===== config.mk =====
export PLATFORM = sky130hd
export DESIGN_NAME = axis_pkt_framer
export DESIGN_NICKNAME = d
export VERILOG_FILES = /design/src/rtl/axis_pkt_framer_pkg.sv /design/src/rtl/axis_skid2.sv /design/src/rtl/axis_pkt_framer.sv
export SDC_FILE = /design/constraint.sdc
export NUM_CORES = 1
export LEC_CHECK = 0
export ABC_AREA = 1
export CORE_MARGIN = 1
export CORE_UTILIZATION = 53
export DETAILED_ROUTE_END_ITERATION = 8
export GPL_TIMING_DRIVEN = 0
export PLACE_DENSITY = 0.81
export SLEW_MARGIN = 5
export SYNTH_ARGS = -nofsm -noshare
export SYNTH_HDL_FRONTEND = slang
export SYNTH_SLANG_ARGS = --single-unit

===== constraint.sdc =====
create_clock -name clk -period 3.57 [get_ports clk]
set_clock_uncertainty 0.05 [all_clocks]
set_input_delay 0.357 -clock clk [delete_from_list [all_inputs] [get_ports clk]]
set_output_delay 0.357 -clock clk [all_outputs]
set_load 0.03 [all_outputs]

===== src/rtl/axis_pkt_framer_pkg.sv =====
// axis_pkt_framer_pkg: state encoding shared by the packet framer files.
package axis_pkt_framer_pkg;
   localparam int STATE_W = 2;
   typedef enum logic [STATE_W-1:0] {
      IDLE  = 2'd0,
      RUN   = 2'd1,
      DRAIN = 2'd2
   } state_t;
endpackage


===== src/rtl/axis_skid2.sv =====
// axis_skid2: two-entry register buffer carrying data, keep and last; head entry drives the outputs.
module axis_skid2 #(
   parameter int DATA_WIDTH = 32
) (
   input  logic                    clk,
   input  logic                    reset,
   input  logic                    push,
   input  logic [DATA_WIDTH-1:0]   push_data,
   input  logic [DATA_WIDTH/8-1:0] push_keep,
   input  logic                    push_last,
   input  logic                    pop,
   output logic [DATA_WIDTH-1:0]   head_data,
   output logic [DATA_WIDTH/8-1:0] head_keep,
   output logic                    head_last,
   output logic [1:0]              fifo_cnt
);
   localparam int EW = DATA_WIDTH + DATA_WIDTH/8 + 1;
   logic [EW-1:0] e0, e1, din;
   assign din = {push_data, push_keep, push_last};
   assign {head_data, head_keep, head_last} = (fifo_cnt != 2'd0) ? e0 : '0;
   // e0 is always the head; e1 only holds the second entry when two are buffered
   always_ff @(posedge clk or posedge reset) begin
      if (reset) begin
         e0       <= '0;
         e1       <= '0;
         fifo_cnt <= 2'd0;
      end else begin
         if (pop)
            e0 <= (fifo_cnt == 2'd2) ? e1 : din;
         else if (push && fifo_cnt == 2'd0)
            e0 <= din;
         if (push && (fifo_cnt == 2'd2 || (fifo_cnt == 2'd1 && !pop)))
            e1 <= din;
         fifo_cnt <= fifo_cnt + 2'(push) - 2'(pop);
      end
   end
endmodule


===== src/rtl/axis_pkt_framer.sv =====
// axis_pkt_framer: frames an AXI-Stream into packets of cfg_len beats with TLAST on the final beat.
module axis_pkt_framer
   import axis_pkt_framer_pkg::*;
#(
   parameter int DATA_WIDTH = 32,
   parameter int LEN_WIDTH  = 10
) (
   input  logic                    clk,
   input  logic                    reset,
   input  logic [LEN_WIDTH-1:0]    cfg_len,
   input  logic                    start,
   input  logic [DATA_WIDTH-1:0]   S_AXI_TDATA,
   input  logic [DATA_WIDTH/8-1:0] S_AXI_TKEEP,
   input  logic                    S_AXI_TVALID,
   output logic                    S_AXI_TREADY,
   output logic [DATA_WIDTH-1:0]   M_AXI_TDATA,
   output logic [DATA_WIDTH/8-1:0] M_AXI_TKEEP,
   output logic                    M_AXI_TVALID,
   input  logic                    M_AXI_TREADY,
   output logic                    M_AXI_TLAST,
   output logic                    busy,
   output logic                    pkt_done,
   output logic                    cfg_err,
   output logic [STATE_W-1:0]      dbg_state,
   output logic [LEN_WIDTH-1:0]    dbg_in_cnt
);
   state_t               state;
   logic [LEN_WIDTH-1:0] len_q, in_cnt;
   logic [1:0]           fifo_cnt;
   logic                 accept, last_in, pop;
   // ready depends only on registered state, never on M_AXI_TREADY
   assign S_AXI_TREADY = (state == RUN) && (in_cnt != len_q) && (fifo_cnt < 2'd2);
   assign accept       = S_AXI_TVALID && S_AXI_TREADY;
   assign last_in      = in_cnt == len_q - LEN_WIDTH'(1);
   assign M_AXI_TVALID = fifo_cnt != 2'd0;
   assign pop          = M_AXI_TVALID && M_AXI_TREADY;
   assign busy         = state != IDLE;
   assign dbg_state    = state;
   assign dbg_in_cnt   = in_cnt;

   axis_skid2 #(.DATA_WIDTH(DATA_WIDTH)) u_skid (
      .clk      (clk),
      .reset    (reset),
      .push     (accept),
      .push_data(S_AXI_TDATA),
      .push_keep(S_AXI_TKEEP),
      .push_last(last_in),
      .pop      (pop),
      .head_data(M_AXI_TDATA),
      .head_keep(M_AXI_TKEEP),
      .head_last(M_AXI_TLAST),
      .fifo_cnt (fifo_cnt)
   );

   always_ff @(posedge clk or posedge reset) begin
      if (reset) begin
         state    <= IDLE;
         len_q    <= '0;
         in_cnt   <= '0;
         pkt_done <= 1'b0;
         cfg_err  <= 1'b0;
      end else begin
         pkt_done <= 1'b0;
         cfg_err  <= 1'b0;
         case (state)
            IDLE:
               if (start) begin
                  if (cfg_len != '0) begin
                     len_q  <= cfg_len;
                     in_cnt <= '0;
                     state  <= RUN;
                  end else
                     cfg_err <= 1'b1;
               end
            RUN:
               if (accept) begin
                  in_cnt <= in_cnt + LEN_WIDTH'(1);
                  if (last_in) state <= DRAIN;
               end
            DRAIN:
               if (pop && M_AXI_TLAST) begin
                  pkt_done <= 1'b1;
                  state    <= IDLE;
               end
            default: state <= IDLE;
         endcase
      end
   end
endmodule


==> out/summary.txt, run 1 <==
OUTCOME
--------------------------------------------------------------------------------
Result of the run                                                   finished, final reports clean

POWER AND IR DROP
--------------------------------------------------------------------------------
Peak ir drop on the vdd network                                           419 µV
Areal power density over the cells                                    833 mW/mm²
P_leak                                                                   3.28 nW

DRT
--------------------------------------------------------------------------------
Via count                                                                   4938
Final wirelength                                                        13000 µm
Number of DRC violations after detailed routing                                0
Wirelength per Cell                                                      13.4 µm
Antenna viol nets, final                                                       0
Number of vias per cell                                                     5.10
Starting DRT DRC Count                                                       247
Detailed Routing Iterations Pass 1                                             4

SETUP PATH
--------------------------------------------------------------------------------
CP max FO                                                                     10
Buf+Inv Stages, Crit Path                                                      3
Cell depth of the worst flop-to-flop path                                     11
Sort of element at the end of the critical path                       output pin
Slack of the worst reg-to-reg path                                       1580 ps
Series of cell instances along the critical path                    nor2_1 -> clkbuf_1 -> clkbuf_1 -> nor2_1 -> clkdlybuf4s50_1
Delay-heaviest family, CP                                           buffers and inverters
Critical R2R Launch                                                 dbg_in_cnt[0]$_DFFE_PP0P_
Required time at the endpoint of the critical path                       3160 ps
Crit Path Class                                                     register to output pin
Crit-path slowest cell                                              clkdlybuf4s50_1
Endpoint of the lowest-slack register-to-register path              u_skid.fifo_cnt[1]$_DFF_PP0_
Critical Path Source Type                                               register
Crit-path max cell delay                                                  610 ps
Arrival @ worst endpoint                                                 2810 ps

DIE
--------------------------------------------------------------------------------
Die W                                                                     104 µm
Die Outline Area                                                      0.0109 mm²
Number of standard-cell rows in the floorplan                                 37
Core outline area                                                     0.0102 mm²
Initial cell density of the core                                           54.4%
IO Pins                                                                      105
Height of the die                                                         104 µm

PLACEMENT
--------------------------------------------------------------------------------
Routability-driven placement congestion ratio                              0.877
Cell Area, Placed                                                    0.00680 mm²
HPWL after detailed placement                                            9840 µm
Count of input and output buffers                                            104
Placed Instances                                                             953

STA
--------------------------------------------------------------------------------
Final critical-path required period                                      3220 ps
Unrepaired setup endpoints after global routing                            false
Tightest Pin Transition                                                   692 ps
Final critical-path share of the clock period                              90.1%
Count of final hold-check violations                                           0
Timing-limited maximum frequency                                         311 MHz
Worst slew slack as a fraction of its limit                                53.9%
Max Slew Vio Count                                                             0
Finish-stage setup viols                                                       0

YOSYS
--------------------------------------------------------------------------------
Number of different library cells in the post-synthesis netlist               33
Netlist area before placement                                        0.00556 mm²
Sequential-to-total area share from yosys stat                             45.0%
Syn. warnings                                                                  0
Gate count after technology mapping                                          712
Synth Net Count                                                              767
Count of state elements after synthesis                                      100
Average cell area after synthesis                                       7.81 µm²

CLOCK TREE
--------------------------------------------------------------------------------
# hold bufs at CTS                                                             0
H-tree depth reported by CTS                                                   3
Clk root buf                                                            clkbuf_8
Post CTS Setup Buffer Count                                                    0
CTS clock-pin slew for the worst setup and hold paths                     100 ps
CTS buffer count                                                               9
Maximum buffer depth of the clock tree                                         2
Number of cells upsized or downsized after cts                                 0
Number of sinks driven by the clock tree                                     100
Clock insertion delay at the later pin of the skew report                 370 ps
CTS tree                                                                    done

LAYOUT
--------------------------------------------------------------------------------
Final cell count without fillers                                             968
Post-route cell area                                                 0.00700 mm²
Area delta synth->final                                                    25.9%
Count of antenna diodes in the layout                                          0
Proportion of layout cells with a drive suffix above 1                     14.5%
Net count, final                                                             883

GLOBAL ROUTING
--------------------------------------------------------------------------------
Wire length of the first global-routing pass                            22300 µm
Congestion Overflow GR                                                         0
Number of global-route vias before repair                                   4805
Total Routing Usage GR                                                     25.6%
Number of antenna violations at the first check in global routing              0
Pin count of the biggest net entering global routing                          54

FLOW RUN
--------------------------------------------------------------------------------
Max Cap Viol                                                                   0

WORST HOLD PATH
--------------------------------------------------------------------------------
HP Class                                                            primary input to async pin

-- worst max-delay path by stage --
stage | from | endpoint | slack (ps) | cells past startpoint
3_3_place_gp | reset | u_skid.e0[4]$_DFFE_PP0P_ | -920 | 2
6_report | u_skid.fifo_cnt[1]$_DFF_PP0_ | M_AXI_TDATA[4] | 350 | 5
2_1_floorplan | reset | cfg_err$_DFF_PP0_ | 540 | 1
5_1_grt | u_skid.fifo_cnt[1]$_DFF_PP0_ | M_AXI_TVALID | 170 | 5
3_5_place_dp | u_skid.fifo_cnt[1]$_DFF_PP0_ | M_AXI_TDATA[24] | 750 | 5
4_1_cts | u_skid.fifo_cnt[1]$_DFF_PP0_ | M_AXI_TDATA[24] | 350 | 5
-- routing by layer --
metal  global-route usage [%]  up-vias  part of all wire [%]
met5                        0        -                     0
met4                     10.5        0                   2.7
met3                     4.20       31                   4.8
met2                     42.6      160                    48
met1                     33.3     2323                    44
li1                         -     2424                     -
-- Yosys cell counts, drive strengths merged --
library cell / number / area (µm²)
a21oi: 5 / 32.5
ha: 4 / 50.1
nand3b: 3 / 22.5
or2: 1 / 6.26
o21a: 1 / 7.51
clkbuf: 14 / 52.6
buf: 19 / 224
nand3: 24 / 135
dfrtp: 100 / 2500
o21bai: 1 / 7.51
xor2: 2 / 17.5
inv: 118 / 443
nor3: 2 / 10.0
nand2: 206 / 820
nor2: 70 / 270
nand4: 5 / 31.3
o21ai: 132 / 893
nor4: 3 / 18.8
xnor2: 2 / 17.5
-- state kept, by name, indices dropped and copies added, names as in the netlist --
register,count
u_skid.e0,37
u_skid.e1,37
dbg_in_cnt,10
len_q,10
dbg_state,2
u_skid.fifo_cnt,2
cfg_err,1
pkt_done,1
-- layout make-up --
cell class	instances	area, µm²
Fill cell	839	3230
Sequential cell	100	2500
Multi-Input combinational cell	461	2340
Timing Repair Buffer	105	1070
Inverter	118	445
Buffer	33	277
Tap cell	136	170
Clock buffer	10	138
Clock inverter	5	60.1
-- cells in the final DEF (no fill, tap or decap), types with 10 or more instances in the layout --
master	n
nand3_1	21
inv_1	111
clkdlybuf4s50_1	104
o21ai_2	62
nor2_1	69
o21ai_0	68
buf_6	10
dfrtp_1	100
clkbuf_8	10
nand2_1	195
clkbuf_1	14
-- per-stage QoR --
stage / util (%) / total power, W / setup TNS (ps) / setup WS [ps] / hold WS (ps)
after floorplan: - / 0.00406 / 0 / 544 / 407
after global placement: 66.2 / 0.00501 / -91040 / -919 / 416
after detailed placement: 66.5 / 0.00512 / 0 / 753 / 432
after CTS: 68.4 / 0.00586 / 0 / 347 / 387
after global routing: 68.4 / 0.00624 / 0 / 167 / 437
final: 68.4 / 0.00583 / 0 / 353 / 370
-- power breakdown --
part	switching, W	internal (W)	total, W	leakage (nW)
Sequential	0.000208	0.00160	0.00181	1.20
Combinational	0.00199	0.00129	0.00329	1.99
Clock	0.000398	0.000342	0.000740	0.0987
-- kinds of logic (layout without fill, tap and decap cells) --
kind of cell | Yosys count | after routing | synth area share (%)
DFF | 100 | 100 | 45.0
adders and majority gates | 4 | 4 | 0.900
AOI/OAI and AO/OA | 139 | 139 | 16.9
xor gates and xnor gates | 4 | 4 | 0.630
buffers and inverters | 151 | 271 | 12.9
and+or+nand+nor | 314 | 314 | 23.6
Note: power is estimated with default switching activity, not from simulation.
==> run 2, diff against run 1 <==
ABC_CLOCK_PERIOD_IN_PS = 3570   (was not set)
CTS_CLUSTER_DIAMETER = 150   (was not set)
==> results of run 2 <==
No change in the layout: final DEF, timing and power equal those of run 1.
